==> src/rtl/key_expansion_128_iter.sv <==
// Iterative AES-128 key schedule: registers the cipher key, then streams round keys 0..10
// over a valid/ready handshake, producing one new round key per accepted key.
// Optional macro KEY_CACHE_EN adds an 11-entry round-key store with a registered read port
// for reverse-order (decryption) use.
module key_expansion_128_iter #(
    parameter int unsigned NUM_ROUNDS = 10
) (
    input  logic         clk,
    input  logic         rst,
    input  logic [127:0] key_in,
    input  logic         key_valid,
    output logic         key_ready,
    output logic [127:0] rk_out,
    output logic [3:0]   rk_round,
    output logic         rk_valid,
    input  logic         rk_ready,
    output logic         sched_done
`ifdef KEY_CACHE_EN
    ,
    input  logic [3:0]   rk_rd_addr,
    output logic [127:0] rk_rd_data,
    output logic         cache_full
`endif
);

    localparam logic [3:0] LastRound = 4'(NUM_ROUNDS);

    typedef enum logic {StIdle, StStream} state_e;

    // GF(2^8) multiply by x, reduction polynomial x^8+x^4+x^3+x+1
    function automatic logic [7:0] xtime(input logic [7:0] a);
        return {a[6:0], 1'b0} ^ (a[7] ? 8'h1b : 8'h00);
    endfunction

    function automatic logic [7:0] gf_mul(input logic [7:0] a, input logic [7:0] b);
        logic [7:0] p;
        logic [7:0] aa;
        p  = 8'h00;
        aa = a;
        for (int i = 0; i < 8; i++) begin
            if (b[i]) p = p ^ aa;
            aa = xtime(aa);
        end
        return p;
    endfunction

    // Multiplicative inverse as a^254 (exponent bits 1..7 set); maps 0 to 0
    function automatic logic [7:0] gf_inv(input logic [7:0] a);
        logic [7:0] r;
        logic [7:0] base;
        r    = 8'h01;
        base = a;
        for (int i = 1; i < 8; i++) begin
            base = gf_mul(base, base);
            r    = gf_mul(r, base);
        end
        return r;
    endfunction

    function automatic logic [7:0] sbox(input logic [7:0] a);
        logic [7:0] v;
        v = gf_inv(a);
        return v ^ {v[6:0], v[7]} ^ {v[5:0], v[7:6]} ^ {v[4:0], v[7:5]} ^ {v[3:0], v[7:4]}
               ^ 8'h63;
    endfunction

    function automatic logic [7:0] rcon(input logic [3:0] r);
        logic [7:0] c;
        unique case (r)
            4'd1:    c = 8'h01;
            4'd2:    c = 8'h02;
            4'd3:    c = 8'h04;
            4'd4:    c = 8'h08;
            4'd5:    c = 8'h10;
            4'd6:    c = 8'h20;
            4'd7:    c = 8'h40;
            4'd8:    c = 8'h80;
            4'd9:    c = 8'h1b;
            4'd10:   c = 8'h36;
            default: c = 8'h00;
        endcase
        return c;
    endfunction

    state_e       state_q;
    logic [127:0] rk_out_q;
    logic [3:0]   rk_round_q;
    logic         rk_valid_q;
    logic         key_ready_q;
    logic         sched_done_q;

    logic [3:0]   round_nxt;
    logic [31:0]  rot_w3;
    logic [31:0]  g_word;
    logic [31:0]  n0, n1, n2, n3;
    logic [127:0] next_key_d;
    logic         key_acc;
    logic         rk_acc;

    assign key_acc = (state_q == StIdle) && key_valid;
    assign rk_acc  = (state_q == StStream) && rk_ready;

    // g_function (RotWord, SubWord, Rcon) on w3, then the XOR chain into the next round key
    always_comb begin
        round_nxt  = rk_round_q + 4'd1;
        rot_w3     = {rk_out_q[23:0], rk_out_q[31:24]};
        g_word     = {sbox(rot_w3[31:24]), sbox(rot_w3[23:16]),
                      sbox(rot_w3[15:8]), sbox(rot_w3[7:0])} ^ {rcon(round_nxt), 24'h000000};
        n0         = rk_out_q[127:96] ^ g_word;
        n1         = rk_out_q[95:64] ^ n0;
        n2         = rk_out_q[63:32] ^ n1;
        n3         = rk_out_q[31:0] ^ n2;
        next_key_d = {n0, n1, n2, n3};
    end

    // Sequencer FSM with registered handshake outputs; reset beats any handshake
    always_ff @(posedge clk) begin
        if (rst) begin
            state_q      <= StIdle;
            rk_out_q     <= '0;
            rk_round_q   <= '0;
            rk_valid_q   <= 1'b0;
            key_ready_q  <= 1'b1;
            sched_done_q <= 1'b0;
        end else begin
            sched_done_q <= 1'b0;
            unique case (state_q)
                StIdle: begin
                    if (key_valid) begin
                        rk_out_q    <= key_in;
                        rk_round_q  <= '0;
                        rk_valid_q  <= 1'b1;
                        key_ready_q <= 1'b0;
                        state_q     <= StStream;
                    end
                end
                StStream: begin
                    if (rk_ready) begin
                        if (rk_round_q < LastRound) begin
                            rk_out_q   <= next_key_d;
                            rk_round_q <= round_nxt;
                        end else begin
                            // Round-10 key stays visible on rk_out after the schedule ends
                            rk_valid_q   <= 1'b0;
                            key_ready_q  <= 1'b1;
                            sched_done_q <= 1'b1;
                            state_q      <= StIdle;
                        end
                    end
                end
                default: state_q <= StIdle;
            endcase
        end
    end

    assign key_ready  = key_ready_q;
    assign rk_out     = rk_out_q;
    assign rk_round   = rk_round_q;
    assign rk_valid   = rk_valid_q;
    assign sched_done = sched_done_q;

`ifdef KEY_CACHE_EN
    logic [127:0] rk_mem [11];
    logic [10:0]  written_q;
    logic [127:0] rk_rd_data_q;
    logic         cache_full_q;

    // Round-key store: no reset needed, the written mask gates every read
    always_ff @(posedge clk) begin
        if (!rst && rk_acc) rk_mem[rk_round_q] <= rk_out_q;
    end

    // Written mask, registered read port and full flag
    always_ff @(posedge clk) begin
        if (rst) begin
            written_q    <= '0;
            rk_rd_data_q <= '0;
            cache_full_q <= 1'b0;
        end else begin
            if (key_acc) begin
                written_q    <= '0;
                cache_full_q <= 1'b0;
            end else if (rk_acc) begin
                written_q[rk_round_q] <= 1'b1;
                if (rk_round_q >= LastRound) cache_full_q <= 1'b1;
            end
            if ((rk_rd_addr <= LastRound) && written_q[rk_rd_addr]) begin
                rk_rd_data_q <= rk_mem[rk_rd_addr];
            end else begin
                rk_rd_data_q <= '0;
            end
        end
    end

    assign rk_rd_data = rk_rd_data_q;
    assign cache_full = cache_full_q;
`endif

endmodule

==> config.mk <==
export PLATFORM = sky130hd
export DESIGN_NAME = key_expansion_128_iter
export DESIGN_NICKNAME = d
export VERILOG_FILES = /design/src/rtl/key_expansion_128_iter.sv
export SDC_FILE = /design/constraint.sdc
export NUM_CORES = 2
export LEC_CHECK = 0
export ABC_CLOCK_PERIOD_IN_PS = 23200
export CAP_MARGIN = 20
export CORE_MARGIN = 2
export CORE_UTILIZATION = 44
export DETAILED_ROUTE_END_ITERATION = 16
export GPL_TIMING_DRIVEN = 0
export HOLD_SLACK_MARGIN = 0.08
export PLACE_DENSITY = 0.62
export SYNTH_ARGS = -nofsm -noshare
export SYNTH_HDL_FRONTEND = slang
export SYNTH_SLANG_ARGS = --single-unit
==> constraint.sdc <==
create_clock -name clk -period 23.2 [get_ports clk]
set_input_delay 4.64 -clock clk [delete_from_list [all_inputs] [get_ports clk]]
set_output_delay 4.64 -clock clk [all_outputs]
set_load 0.05 [all_outputs]
==> results.sh <==
export IMPL_crit_start="rk_out[23]$_SDFFE_PP0P_"
export IMPL_synthMuxAreaShare_pct=5.06
export IMPL_drt_pass1_iterations=7
export IMPL_worstMarginPinSlew_ps=1320
export IMPL_vias_per_cell=6.15
export IMPL_synth_main_ff_cell="dfxtp_1"
export IMPL_grtUsageTotal_pct=34.0
export IMPL_crit_end="rk_out[25]$_SDFFE_PP0P_"
export IMPL_grt_pass1_vias=62844
export IMPL_period_share_pct=89.1
export IMPL_wl_um=268000
export IMPL_drive_gt1_share_pct=4.57
export IMPL_pin_count=267
export IMPL_final_cells=11095
export IMPL_clockBufferDepth=2
export IMPL_grt_pass1_wl_um=400000
export IMPL_synth_cells=8819
export IMPL_status="completed"
export IMPL_ant_nets=0
export IMPL_drc_errors=0
export IMPL_wl_per_cell_um=24.2
export IMPL_start_util_pct=44.3
export IMPL_cts_tree="done"
export IMPL_period_minus_slack_ps=20660
export IMPL_cts_setup_buffers=0
export IMPL_grt_max_degree=17
export IMPL_ff2ff_setup_slack_ps=2540
export IMPL_synthSimpleGateAreaFrac_pct=20.3
export IMPL_core_area_mm2=0.146
export IMPL_worstSetupStartpointType="register"
export IMPL_end_kind="register"
export IMPL_grt_antenna_before_repair=36
export IMPL_syn_avg_cell_area_um2=7.31
export IMPL_final_util_pct=48.5
export IMPL_ys_seq_area_share_pct=4.22
export IMPL_synth_top_area_share_pct=22.3
export IMPL_fp_dieW_um=387
export IMPL_path_clk_slew_ps=70
export IMPL_ys_async_sr_fraction_pct=0
export IMPL_cts_htree_levels=4
export IMPL_finalClockSkew_ps=27.8
export IMPL_reg2reg_to="rk_out[25]$_SDFFE_PP0P_"
export IMPL_synthXorXnorAreaFrac_pct=45.6
export IMPL_drv_cap=0
export IMPL_ys_seq_elements=136
export IMPL_yosysUniqueCellTypes=118
export IMPL_routabilityCongestion=1.02
export IMPL_cts_root_buf="clkbuf_16"
export IMPL_worstHoldPathType="reg -> reg"
export IMPL_clock_sinks=136
export IMPL_max_slew_margin_pct=12.2
export IMPL_arrival_ps=21030
export IMPL_dpl_cell_count=11031
export IMPL_cpMostUsedCell="xnor2_1"
export IMPL_path_class="reg -> reg"
export IMPL_areaGrowthSynthToFinish_pct=9.53
export IMPL_netlist_area_mm2=0.0645
export IMPL_reg2reg_depth=60
export IMPL_synth_compound_area_share_pct=19.7
export IMPL_yosysWarnings=0
export IMPL_dr_total_vias=68227
export IMPL_synth_top_family_by_area="XOR/XNOR gates"
export IMPL_r2r_start="rk_out[23]$_SDFFE_PP0P_"
export IMPL_grt_overflow_total=0
export IMPL_cts_hold_buf=0
export IMPL_dieHeight_um=387
export IMPL_cts_buffers=17
export IMPL_die_area_mm2=0.150
export IMPL_syn_nets=8975
export IMPL_crit_fanout=10
export IMPL_yosys_area_share_adder_pct=0.497
export IMPL_worstPathRequired_ps=23570
export IMPL_crit_path_top_delay_cell="a222oi_1"
export IMPL_nets=9305
export IMPL_dp_hpwl_um=211000
export IMPL_synth_edf_count=0
export IMPL_numPortBuffers=265
export IMPL_synth_common_cells="1,645 x xnor2_1, 1,287 x nor2_1, 903 x nand2_1"
export IMPL_num_rows=140
export IMPL_yosysMostFrequentCell="xnor2_1"
export IMPL_clock_latency_ps=500
export IMPL_cp_slowest_stage_delay_ps=980
export IMPL_fmax_mhz=48.4
export IMPL_cts_resized=0
export IMPL_setup_violations=0
export IMPL_drt_iter0_drc=8399
export IMPL_synth_top_area_cell="xnor2_1"
export IMPL_drv_slew=0
export IMPL_finalHoldViolations=0
export IMPL_ys_top_cells_by_area="xnor2_1 22%, xnor3_1 13%, nor2_1 7.5%"
export IMPL_fin_tns_setup_ps=0
export IMPL_rsz0062_at_grt="false"
==> layout make-up <==
class | instances | area [um2]
clock buffers | 20 | 457
flip-flops and latches | 136 | 2720
well taps | 1917 | 2400
clock inverters | 12 | 115
fillers | 14652 | 74900
multi-input cells | 7954 | 58800
diodes | 16 | 40.0
repair buffers | 311 | 3130
plain buffers | 622 | 2550
inverters | 107 | 402
==> sequential cells by signal, summed over array words and instances, names as in the netlist <==
name and count:
key_ready 1, rk_out 128, rk_round 4, rk_valid 1
sched_done 1, state_q 1
==> critical path, delay by kind of cell (launching register included) <==
kind | cells | cell delay [ps]
fa+ha+maj | 3 | 1240
flops | 1 | 410
xor+xnor | 15 | 7670
simple gates | 11 | 1940
compound gates | 18 | 5330
buf+inv | 13 | 3860
==> metrics by stage <==
step	hold WS [ps]	setup WS [ps]	area, um2
floorplan	496	7290	64500
detailed placement	486	2950	69900
global placement	471	2250	69500
CTS	496	2880	70400
finish	503	2540	70600
global route	524	1500	70600
==> metal layers <==
| metal | vias to the layer above | GRT usage (%) | share of wire [%] | wire, um |
|---|---|---|---|---|
| li1 | 31304 | - | - | - |
| met1 | 32764 | 47.7 | 43 | 114000 |
| met2 | 3578 | 51.2 | 43 | 114000 |
| met3 | 543 | 7.45 | 11 | 29900 |
| met4 | 38 | 11.5 | 3.6 | 9610 |
| met5 | - | 0 | 0.086 | 230 |
==> cell usage in the layout, fill, tap and decap left out, types with 47 or more instances in the layout <==
master,n
dfxtp_1,136
nand3_1,166
a31oi_1,79
o21ai_0,401
xor2_1,457
o22ai_1,130
nor2b_1,75
xnor2_2,48
a22oi_1,71
and2_1,50
a21oi_1,588
a211oi_1,94
xor3_1,47
and3_1,47
nand2_1,903
buf_2,92
o211ai_1,89
xnor2_1,1644
nor3_1,259
xnor3_1,359
nor2_1,1287
mux2i_1,246
clkbuf_1,444
buf_1,67
mux2_2,61
inv_1,93
nand2b_1,61
clkdlybuf4s50_1,265
==> worst min path at each step <==
stage	start	end	slack [ps]	cells past startpoint
after floorplan	state_q$_SDFF_PP0_	sched_done$_SDFF_PP0_	500	2
after global placement	rk_out[32]$_SDFFE_PP0P_	rk_out[32]$_SDFFE_PP0P_	470	2
after detailed placement	rk_out[124]$_SDFFE_PP0P_	rk_out[124]$_SDFFE_PP0P_	490	2
after global routing	rk_out[32]$_SDFFE_PP0P_	rk_out[32]$_SDFFE_PP0P_	520	2
final	rk_out[124]$_SDFFE_PP0P_	rk_out[124]$_SDFFE_PP0P_	500	2
after CTS	rk_out[32]$_SDFFE_PP0P_	rk_out[32]$_SDFFE_PP0P_	500	2
==> cells by family after synthesis <==
family / count (synthesis)
DFF: 136
adders and majority gates: 26
xor gates and xnor gates: 2601
and+or+nand+nor: 3039
buffers and inverters: 729
muxes: 316
AOI/OAI and AO/OA: 1972
Power is left out: the tool's default activity adds up to more than one toggle a clock period on the data nets, which glitch-free logic cannot reach.
